## src/rtl/divrem_seq_unit_if.sv

```systemverilog
// Start/ready handshake and operand bundle between the EX stage and the
// iterative divide/remainder unit.
interface divrem_seq_unit_if #(
   parameter int unsigned WIDTH = 32
);
   logic             iStart;
   logic [2:0]       iFunct3;
   logic [WIDTH-1:0] iA;
   logic [WIDTH-1:0] iB;
   logic             iAbort;
   logic             oReady;
   logic [WIDTH-1:0] oResult;
   logic             oBusy;

   modport master (
      output iStart, iFunct3, iA, iB, iAbort,
      input  oReady, oResult, oBusy
   );

   modport slave (
      input  iStart, iFunct3, iA, iB, iAbort,
      output oReady, oResult, oBusy
   );
endinterface

```

## src/rtl/divrem_seq_unit.sv

```systemverilog
// RV32M DIV/DIVU/REM/REMU unit: restoring radix-2 division, one quotient bit
// per clock, with a one-cycle oReady completion pulse for the EX stall logic.
module divrem_seq_unit #(
   parameter int unsigned WIDTH = 32,
   parameter int unsigned CNTW  = 6
) (
   input logic             iCLK,
   input logic             iRST,
   divrem_seq_unit_if.slave bus
);

   typedef enum logic [1:0] {IDLE, CALC, DONE} state_t;

   localparam logic [WIDTH-1:0] MIN_NEG = {1'b1, {(WIDTH-1){1'b0}}};

   state_t state, state_next;

   logic [WIDTH-2:0] rem_q;
   logic [WIDTH-1:0] quo_q;
   logic [WIDTH-1:0] div_q;
   logic [CNTW-1:0]  cnt;
   logic             rem_sel, qneg, rneg;
   logic [WIDTH-1:0] result;
   logic             ready;

   // acceptance-side decode
   logic             accept, sgn, fast;
   logic [WIDTH-1:0] abs_a, abs_b, fast_val;

   // one restoring step
   logic [WIDTH-1:0] shifted;
   logic [WIDTH:0]   diff;
   logic             borrow;
   logic [WIDTH-1:0] rem_next, quo_next, final_val;
   logic             last_iter;

   always_comb begin
      sgn      = bus.iFunct3[2] & ~bus.iFunct3[0];
      accept   = (state == IDLE) && bus.iStart && !bus.iAbort;
      abs_a    = (sgn && bus.iA[WIDTH-1]) ? -bus.iA : bus.iA;
      abs_b    = (sgn && bus.iB[WIDTH-1]) ? -bus.iB : bus.iB;
      fast     = 1'b0;
      fast_val = '0;
      if (bus.iB == '0) begin
         fast     = 1'b1;
         fast_val = bus.iFunct3[1] ? bus.iA : '1;
      end else if (sgn && bus.iA == MIN_NEG && bus.iB == '1) begin
         fast     = 1'b1;
         fast_val = bus.iFunct3[1] ? '0 : MIN_NEG;
      end
   end

   always_comb begin
      shifted   = {rem_q, quo_q[WIDTH-1]};
      diff      = {1'b0, shifted} - {1'b0, div_q};
      borrow    = diff[WIDTH];
      rem_next  = borrow ? shifted : diff[WIDTH-1:0];
      quo_next  = {quo_q[WIDTH-2:0], ~borrow};
      if (rem_sel) final_val = rneg ? -rem_next : rem_next;
      else         final_val = qneg ? -quo_next : quo_next;
      last_iter = (cnt == CNTW'(WIDTH - 1));
   end

   always_ff @(posedge iCLK) begin
      if (iRST) state <= IDLE;
      else      state <= state_next;
   end

   always_comb begin
      state_next = state;
      if (bus.iAbort) begin
         state_next = IDLE;
      end else begin
         case (state)
            IDLE:    if (bus.iStart) state_next = fast ? DONE : CALC;
            CALC:    if (last_iter)  state_next = DONE;
            DONE:    state_next = IDLE;
            default: state_next = IDLE;
         endcase
      end
   end

   always_comb begin
      ready       = (state == DONE);
      bus.oReady  = ready;
      bus.oBusy   = bus.iStart & ~ready;
      bus.oResult = result;
   end

   // The partial remainder entering a shift is always below 2^(WIDTH-1), so
   // its MSB is never needed and the register is kept one bit narrower.
   always_ff @(posedge iCLK) begin
      if (iRST) begin
         rem_q   <= '0;
         quo_q   <= '0;
         div_q   <= '0;
         cnt     <= '0;
         rem_sel <= 1'b0;
         qneg    <= 1'b0;
         rneg    <= 1'b0;
         result  <= '0;
      end else if (accept) begin
         rem_sel <= bus.iFunct3[1];
         qneg    <= sgn & (bus.iA[WIDTH-1] ^ bus.iB[WIDTH-1]);
         rneg    <= sgn & bus.iA[WIDTH-1];
         rem_q   <= '0;
         quo_q   <= abs_a;
         div_q   <= abs_b;
         cnt     <= '0;
         if (fast) result <= fast_val;
      end else if (state == CALC && !bus.iAbort) begin
         rem_q <= rem_next[WIDTH-2:0];
         quo_q <= quo_next;
         cnt   <= cnt + CNTW'(1);
         if (last_iter) result <= final_val;
      end
   end

endmodule

```

## src/flat_wrapper.sv

```systemverilog
// flat-port wrapper written by rule: the top's interface ports become plain ports
module divrem_seq_unit_flat 
#(
   parameter int unsigned WIDTH = 32,
   parameter int unsigned CNTW  = 6
)
  (iCLK, iRST, bus_iStart, bus_iFunct3, bus_iA, bus_iB, bus_iAbort, bus_oReady, bus_oResult, bus_oBusy);
  divrem_seq_unit_if #(.WIDTH(WIDTH)) bus_i ();
  input logic iCLK;
  input logic iRST;
  input wire logic [$bits(bus_i.iStart)-1:0] bus_iStart;
  input wire logic [$bits(bus_i.iFunct3)-1:0] bus_iFunct3;
  input wire logic [$bits(bus_i.iA)-1:0] bus_iA;
  input wire logic [$bits(bus_i.iB)-1:0] bus_iB;
  input wire logic [$bits(bus_i.iAbort)-1:0] bus_iAbort;
  output wire logic [$bits(bus_i.oReady)-1:0] bus_oReady;
  output wire logic [$bits(bus_i.oResult)-1:0] bus_oResult;
  output wire logic [$bits(bus_i.oBusy)-1:0] bus_oBusy;
  assign bus_i.iStart = bus_iStart;
  assign bus_i.iFunct3 = bus_iFunct3;
  assign bus_i.iA = bus_iA;
  assign bus_i.iB = bus_iB;
  assign bus_i.iAbort = bus_iAbort;
  assign bus_oReady = bus_i.oReady;
  assign bus_oResult = bus_i.oResult;
  assign bus_oBusy = bus_i.oBusy;
  divrem_seq_unit #(.WIDTH(WIDTH), .CNTW(CNTW)) u_core (.iCLK(iCLK), .iRST(iRST), .bus(bus_i));
endmodule
```

## config.mk

```make
export PLATFORM = sky130hd
export DESIGN_NAME = divrem_seq_unit_flat
export DESIGN_NICKNAME = d
export VERILOG_FILES = /design/src/rtl/divrem_seq_unit_if.sv /design/src/rtl/divrem_seq_unit.sv /design/src/flat_wrapper.sv
export SDC_FILE = /design/constraint.sdc
export NUM_CORES = 1
export LEC_CHECK = 0
export ABC_AREA = 1
export BUFFER_PORTS_ARGS = -buffer_cell sky130_fd_sc_hd__buf_4
export CAP_MARGIN = 20
export CORE_MARGIN = 3
export CORE_UTILIZATION = 60
export DETAILED_ROUTE_END_ITERATION = 10
export PLACE_DENSITY = 0.8
export RECOVER_POWER = 50
export SLEW_MARGIN = 20
export SYNTH_ARGS = -nofsm -noshare
export SYNTH_HDL_FRONTEND = slang
export SYNTH_SLANG_ARGS = --single-unit
```

## constraint.sdc

```tcl
create_clock -name iCLK -period 4.9 [get_ports iCLK]
set_input_delay 0.735 -clock iCLK [delete_from_list [all_inputs] [get_ports iCLK]]
set_output_delay 0.735 -clock iCLK [all_outputs]
set_load 0.05 [all_outputs]
```

== Word level (Yosys, flattened, before mapping) ==
Index checks and enable logic that the tools add are counted.
Storage, ports and cells
  register bits: 138
  output and inout bits: 34
Operators by class
  add/sub/neg operators: 6
  equal/unequal tests: 8
  mux-type cells: 22
  bitwise operators: 8
  reductions and logical operators: 16
Operators with widths (count)
  $mux W32: 16
  $neg A32 Y32: 4
  $eq A32 B32 Y1 const B: 2
  $sub A32 B32 Y33: 1
  $logic_not A32 Y1: 1
  $logic_and A1 B1 Y1: 7
  $add A6 B1 Y6 const B: 1
  $eq A6 B5 Y1 const B: 1
  $mux W2: 3
  $and A1 B1 Y1: 4
  $ne A2 B2 Y1 const B: 2
  $pmux W2 S2: 1
  $reduce_bool A2 Y1: 2
  $reduce_or A2 Y1: 2
  $not A1 Y1: 3
  $reduce_and A3 Y1: 1
  $eq A2 B1 Y1 const B: 1
  $eq A2 B2 Y1 const B: 1
  $logic_not A2 Y1: 1
  $mux W1: 2
  $ne A2 B1 Y1 const B: 1
  $reduce_and A2 Y1: 1
  $logic_not A1 Y1: 1
  $xor A1 B1 Y1: 1

== Logic depth before layout (Yosys ltp) ==
  depth after elaboration: 9
  depth in mapped cells: 30

== Worst setup path before layout ==
No wires, ideal clock.
  kind: register -> register
  start: reg u_core.div_q[7]
  end: reg u_core.result[28] (netlist: u_core.bus.oResult[28])
  data arrival time: 3.385 ns
  path slack: 1.444 ns
  stages on the path, launching flop included: 29
  path buffers: 1
  period minus slack after synthesis: 3.456 ns
  cell sequence: dfxtp_1 -> inv_1 -> ha_1 -> nand2_2 -> inv_1 -> a21oi_1 -> nand2_2 -> nand2_2 -> nand2_2 -> nand2_4 -> nand2_8 -> inv_4 -> buf_6 -> ha_1 -> nand2_1 -> nor3_1 -> nand2_1 -> nor2_1 -> nand4_1 -> nor2_1 -> nand2_1 -> o21ai_0 -> inv_1 -> nor2_1 -> xor2_1 -> o21ai_0 -> nand2_1 -> nand2_1 -> a21oi_1
Between the ends
  longest elaborated chain between the ends: 8
  elaborated cells on any way between the ends: 11
  those cells by class: 3 x add/sub; 7 x mux; 1 x bitwise
RTL lines
  start: declaration: RTL line divrem_seq_unit.sv:20  | logic [WIDTH-1:0] div_q;
  start signal: assignment: RTL line divrem_seq_unit.sv:108  | div_q <= abs_b;
  $sub A32 B32 Y33 (*): RTL line divrem_seq_unit.sv:55  | diff = {1'b0, shifted} - {1'b0, div_q};
  $mux W32 / $not A1 Y1 (equally long branches): RTL line divrem_seq_unit.sv:57, divrem_seq_unit.sv:58
  $neg A32 Y32 (on tied branches): RTL line divrem_seq_unit.sv:59, divrem_seq_unit.sv:60
  $mux W32 (on tied branches): RTL line divrem_seq_unit.sv:59, divrem_seq_unit.sv:60
  $mux W32 (*): RTL line divrem_seq_unit.sv:59  | if (rem_sel) final_val = rneg ? -rem_next : rem_next;
  $mux W32 (*): RTL line divrem_seq_unit.sv:115  | if (last_iter) result <= final_val;
  $mux W32 (*): RTL line divrem_seq_unit.sv:111  | end else if (state == CALC && !bus.iAbort) begin
  $mux W32 (*): RTL line divrem_seq_unit.sv:102  | end else if (accept) begin
  end signal: assignment: RTL line divrem_seq_unit.sv:110  | if (fast) result <= fast_val;
  end signal: assignment: RTL line divrem_seq_unit.sv:115
  end: declaration: RTL line divrem_seq_unit.sv:23  | logic [WIDTH-1:0] result;
Mark *: on every way between the ends. The rest lies on a longest branch, timed or not. The select of a mux whose other input is x is not followed.
A chain may end at the register's enable or synchronous reset.

== Worst setup path in the final report ==
  start: reg u_core.div_q[12]
  end: reg u_core.result[28] (netlist: u_core.bus.oResult[28])
The elaborated chain is that of the path after synthesis.

==> impl_metrics.tcl <==
set metrics [dict create \
    status "finished, violations left" \
    failed_checks "capacitance limit, slew limit" \
    grt_setup_unrepaired "no" \
    slew_violations 99 \
    synth.mux.area_fraction_pct 0 \
    syn_nets 2226 \
    power_per_cell_area_nw_per_um2 325 \
    synth_top_family_by_area "simple AND/OR/NAND/NOR gates" \
    period_share_pct 89.7 \
    synth.cell_area_um2 12300 \
    synth_edf_count 0 \
    globalplace.congestion 1.07 \
    cp_data_required_time_ps 5260 \
    clkLatencyLatePin_ps 440 \
    crit-reg2reg-capture "u_core.bus.oResult[28]$_SDFFE_PP0P_" \
    worst_path_dominant_cell_family "simple AND/OR/NAND/NOR gates" \
    synth_cells 2116 \
    synthToLayoutAreaGrowth_pct 11.7 \
    totalNegativeSetupSlack_ps 0 \
    grtUsageTotal_pct 39.2 \
    core_area_um2 19800 \
    p_leak_nw 6.62 \
    dpl_wire_length_um 33800 \
    mostFrequentLayoutCell "sky130_fd_sc_hd__nand2_1" \
    ys_warn_count 0 \
    rows 51 \
    cts_setup_buffers 0 \
    ys_ff_latch 138 \
    startpoint_type "flop" \
    totalWireLength_um 44300 \
    worst_hold_path.endpoint "u_core.bus.oResult[11]$_SDFFE_PP0P_" \
    boundaryPins 105 \
    detail_route.vias_per_cell 5.89 \
    drv_cap 3 \
    ys_seq_area_share_pct 22.5 \
    number_of_buffers_added_on_ports 104 \
    compound_gate_fraction_of_synth_area_pct 20.1 \
    worst-path-max-fanout 17 \
    cts-hold-fix-buffers 0 \
    antenna_cells 0 \
    r2r_start "u_core.div_q[12]$_SDFFE_PP0P_" \
    h-tree-depth 4 \
    post_dp_cell_area_um2 13200 \
    max_stage_delay_ps 370 \
    min_delay_src "u_core.bus.oResult[11]$_SDFFE_PP0P_" \
    final_core_util_pct 69.3 \
    post_cts_resize_count 0 \
    timing.final.setup_violations 0 \
    final_layout_size_suffix_gt1_share_pct 8.50 \
    critPathLaunch "u_core.div_q[12]$_SDFFE_PP0P_" \
    timing.final.hold_violations 0 \
    detail_route.drc_violations 0 \
    timing_worst_slew_pin_value_ps 1850 \
    most-common-layout-cells "577 x sky130_fd_sc_hd__nand2_1, 327 x sky130_fd_sc_hd__inv_1, 195 x sky130_fd_sc_hd__nor2_1" \
    clock_tree_from_tritoncts "done" \
    rrSetupSlack_ps 510 \
    dominantRegCellSynth "sky130_fd_sc_hd__dfxtp_1" \
    number_of_antenna_violations_at_the_first_check_in_global_routing 1 \
    numCtsBuffers 17 \
    synthSimpleGateAreaFrac_pct 36.5 \
    ys_types 62 \
    timing.setup.critical_path_class "flop to flop" \
    cts_root_buf "sky130_fd_sc_hd__clkbuf_16" \
    max-vdd-ir-drop_mv 0.297 \
    wl_per_cell_um 18.1 \
    overflow 0 \
    postSynthAreaPerCell_um2 5.80 \
    dr.pass1.iters 7 \
    synth-adder-area-share_pct 4.04 \
    slowest_stage "sky130_fd_sc_hd__ha_1" \
    vias 14447 \
    critPathMostFrequentCell "sky130_fd_sc_hd__nand2_1" \
    number_of_non_filler_instances_in_the_completed_layout 2454 \
    reg2regPathDepth 27 \
    cts.sink_count 138 \
    antenna_left 0 \
    finish.instance_area_um2 13700 \
    grt_first_pass_wirelength_um 68800 \
    synth-xor-area-share_pct 3.64 \
    cts.path.max_buffers 2 \
    holdCritPathClass "flop to flop" \
    clkSlewWorstSetupHoldPaths_ps 70 \
    worst-endpoint-arrival_ps 4750 \
    number_of_cells_after_detailed_placement 2422 \
    min_delay_path_depth 2 \
    die-area_um2 22200 \
    path_buf_inv 5 \
    critical_path.endpoint_type "flop" \
    fin_worst_skew_ps 11.4 \
    chipHeight_um 149 \
    layout_min_cycle_time_ps 4390 \
    drt_iter0_drcs 1516 \
    final_nets 2286 \
    async_flop_share_pct 0 \
    die_width_um 149 \
    number_of_global_route_vias_before_repair 13156 \
    timing.max_slew.rel_slack_pct -23.2 \
    worst_hold_slack_ps 462 \
    fmax_mhz 228 \
    grt_max_degree 66 \
    floorplan.initialDensity_pct 62.0 \
]
==> where the power goes <==
group          switching [mW]  internal, mW  leakage, nW  total, mW
Combinational            1.22         0.512         5.17       1.73
Sequential             0.0389          1.16         1.12       1.20
Clock                   0.586         0.933        0.326       1.52
==> how the worst max path moves through the flow <==
stage / cells past startpoint / end
after global placement: 27 / u_core.bus.oResult[28]$_SDFFE_PP0P_
after global routing: 27 / u_core.bus.oResult[28]$_SDFFE_PP0P_
final: 27 / u_core.bus.oResult[28]$_SDFFE_PP0P_
after detailed placement: 27 / u_core.bus.oResult[28]$_SDFFE_PP0P_
after CTS: 27 / u_core.bus.oResult[28]$_SDFFE_PP0P_
after floorplan: 28 / u_core.bus.oResult[28]$_SDFFE_PP0P_
==> cell families after synthesis <==
group,Yosys count
AO/OA/AOI/OAI,437
buffers and inverters,417
AND/OR/NAND/NOR,1034
adder cells (fa/ha/maj),39
flip-flops,138
XOR/XNOR,51
==> state kept, by name, indices dropped and copies added (netlist names) <==
name / count
u_core.rem_sel: 1
u_core.div_q: 32
u_core.state: 2
u_core.rneg: 1
u_core.cnt: 6
u_core.bus.oResult: 32
u_core.quo_q: 32
u_core.rem_q: 31
u_core.qneg: 1
==> metal layers <==
metal / vias to the layer above / wire length (µm) / track usage, %
li1: 6964 / - / -
met1: 6534 / 18000 / 52.5
met2: 832 / 19100 / 59.6
met3: 115 / 5740 / 12.2
met4: 2 / 1400 / 14.4
met5: - / 17 / 0
==> cells in the mapped netlist, types with 2 or more instances <==
library cell / count / area [µm²]
sky130_fd_sc_hd__nand2_1: 577 / 2170
sky130_fd_sc_hd__inv_1: 326 / 1220
sky130_fd_sc_hd__nor2_1: 196 / 736
sky130_fd_sc_hd__o21ai_0: 167 / 836
sky130_fd_sc_hd__a21oi_1: 138 / 691
sky130_fd_sc_hd__dfxtp_1: 138 / 2760
sky130_fd_sc_hd__nand3_1: 122 / 611
sky130_fd_sc_hd__clkbuf_1: 60 / 225
sky130_fd_sc_hd__o211ai_1: 39 / 293
sky130_fd_sc_hd__ha_1: 38 / 475
sky130_fd_sc_hd__nor3_1: 38 / 190
sky130_fd_sc_hd__xor2_1: 38 / 333
sky130_fd_sc_hd__a31oi_1: 22 / 138
sky130_fd_sc_hd__nand4_1: 21 / 131
sky130_fd_sc_hd__nand2_2: 19 / 119
sky130_fd_sc_hd__o22ai_1: 19 / 119
sky130_fd_sc_hd__xnor2_1: 13 / 114
sky130_fd_sc_hd__o21ai_1: 12 / 60.1
sky130_fd_sc_hd__nand3b_1: 11 / 82.6
sky130_fd_sc_hd__o21bai_1: 9 / 67.6
sky130_fd_sc_hd__buf_2: 8 / 40.0
sky130_fd_sc_hd__nor2_2: 8 / 50.1
sky130_fd_sc_hd__nor3_2: 8 / 80.1
sky130_fd_sc_hd__buf_1: 6 / 22.5
sky130_fd_sc_hd__inv_2: 6 / 22.5
sky130_fd_sc_hd__nor2_4: 6 / 67.6
sky130_fd_sc_hd__o31ai_1: 6 / 45.0
sky130_fd_sc_hd__o32ai_1: 6 / 52.6
sky130_fd_sc_hd__or2_2: 5 / 31.3
sky130_fd_sc_hd__buf_6: 4 / 45.0
sky130_fd_sc_hd__clkinv_1: 4 / 15.0
sky130_fd_sc_hd__nor4_1: 4 / 25.0
sky130_fd_sc_hd__and3_1: 3 / 18.8
sky130_fd_sc_hd__o21ai_2: 3 / 26.3
sky130_fd_sc_hd__a21boi_0: 2 / 15.0
sky130_fd_sc_hd__a21oi_2: 2 / 17.5
sky130_fd_sc_hd__a22oi_1: 2 / 15.0
sky130_fd_sc_hd__a32oi_1: 2 / 17.5
sky130_fd_sc_hd__and2_1: 2 / 12.5
sky130_fd_sc_hd__nand4_2: 2 / 25.0
sky130_fd_sc_hd__nor3b_1: 2 / 15.0
sky130_fd_sc_hd__o41ai_1: 2 / 17.5
==> metrics by stage <==
step	total power, mW	setup WS [ps]
finish	4.45	506
global route	4.68	83.4
CTS	4.39	655
detailed placement	2.89	753
global placement	2.87	871
floorplan	2.44	1440
==> area by class of cell <==
type | count | area [µm²]
Inverter | 337 | 1270
Sequential cell | 138 | 2760
Timing Repair Buffer | 121 | 769
Multi-Input combinational cell | 1561 | 7900
Tap cell | 265 | 332
Clock buffer | 18 | 439
Fill cell | 1931 | 6080
Clock inverter | 14 | 233
==> worst reg2reg max path, cell delays in order (launching register included) <==
cell	delay [ps]
sky130_fd_sc_hd__dfxtp_1	320
sky130_fd_sc_hd__inv_1	70
sky130_fd_sc_hd__ha_1	370
sky130_fd_sc_hd__nand2_1	130
sky130_fd_sc_hd__inv_2	50
sky130_fd_sc_hd__nand2_2	100
sky130_fd_sc_hd__inv_1	60
sky130_fd_sc_hd__a21oi_2	170
sky130_fd_sc_hd__nand2_2	110
sky130_fd_sc_hd__nand2_4	190
sky130_fd_sc_hd__nand2_8	140
sky130_fd_sc_hd__inv_4	220
sky130_fd_sc_hd__ha_1	230
sky130_fd_sc_hd__nand2_1	110
sky130_fd_sc_hd__nor3_1	230
sky130_fd_sc_hd__nand2_1	130
sky130_fd_sc_hd__nor2_1	220
sky130_fd_sc_hd__nand4_1	230
sky130_fd_sc_hd__nor2_1	180
sky130_fd_sc_hd__nand2_1	90
sky130_fd_sc_hd__o21ai_0	260
sky130_fd_sc_hd__inv_1	100
sky130_fd_sc_hd__nor2_1	120
sky130_fd_sc_hd__xor2_1	160
sky130_fd_sc_hd__o21ai_0	90
sky130_fd_sc_hd__nand2_1	80
sky130_fd_sc_hd__nand2_1	50
sky130_fd_sc_hd__a21oi_1	120
(Power assumes the default switching activity.)
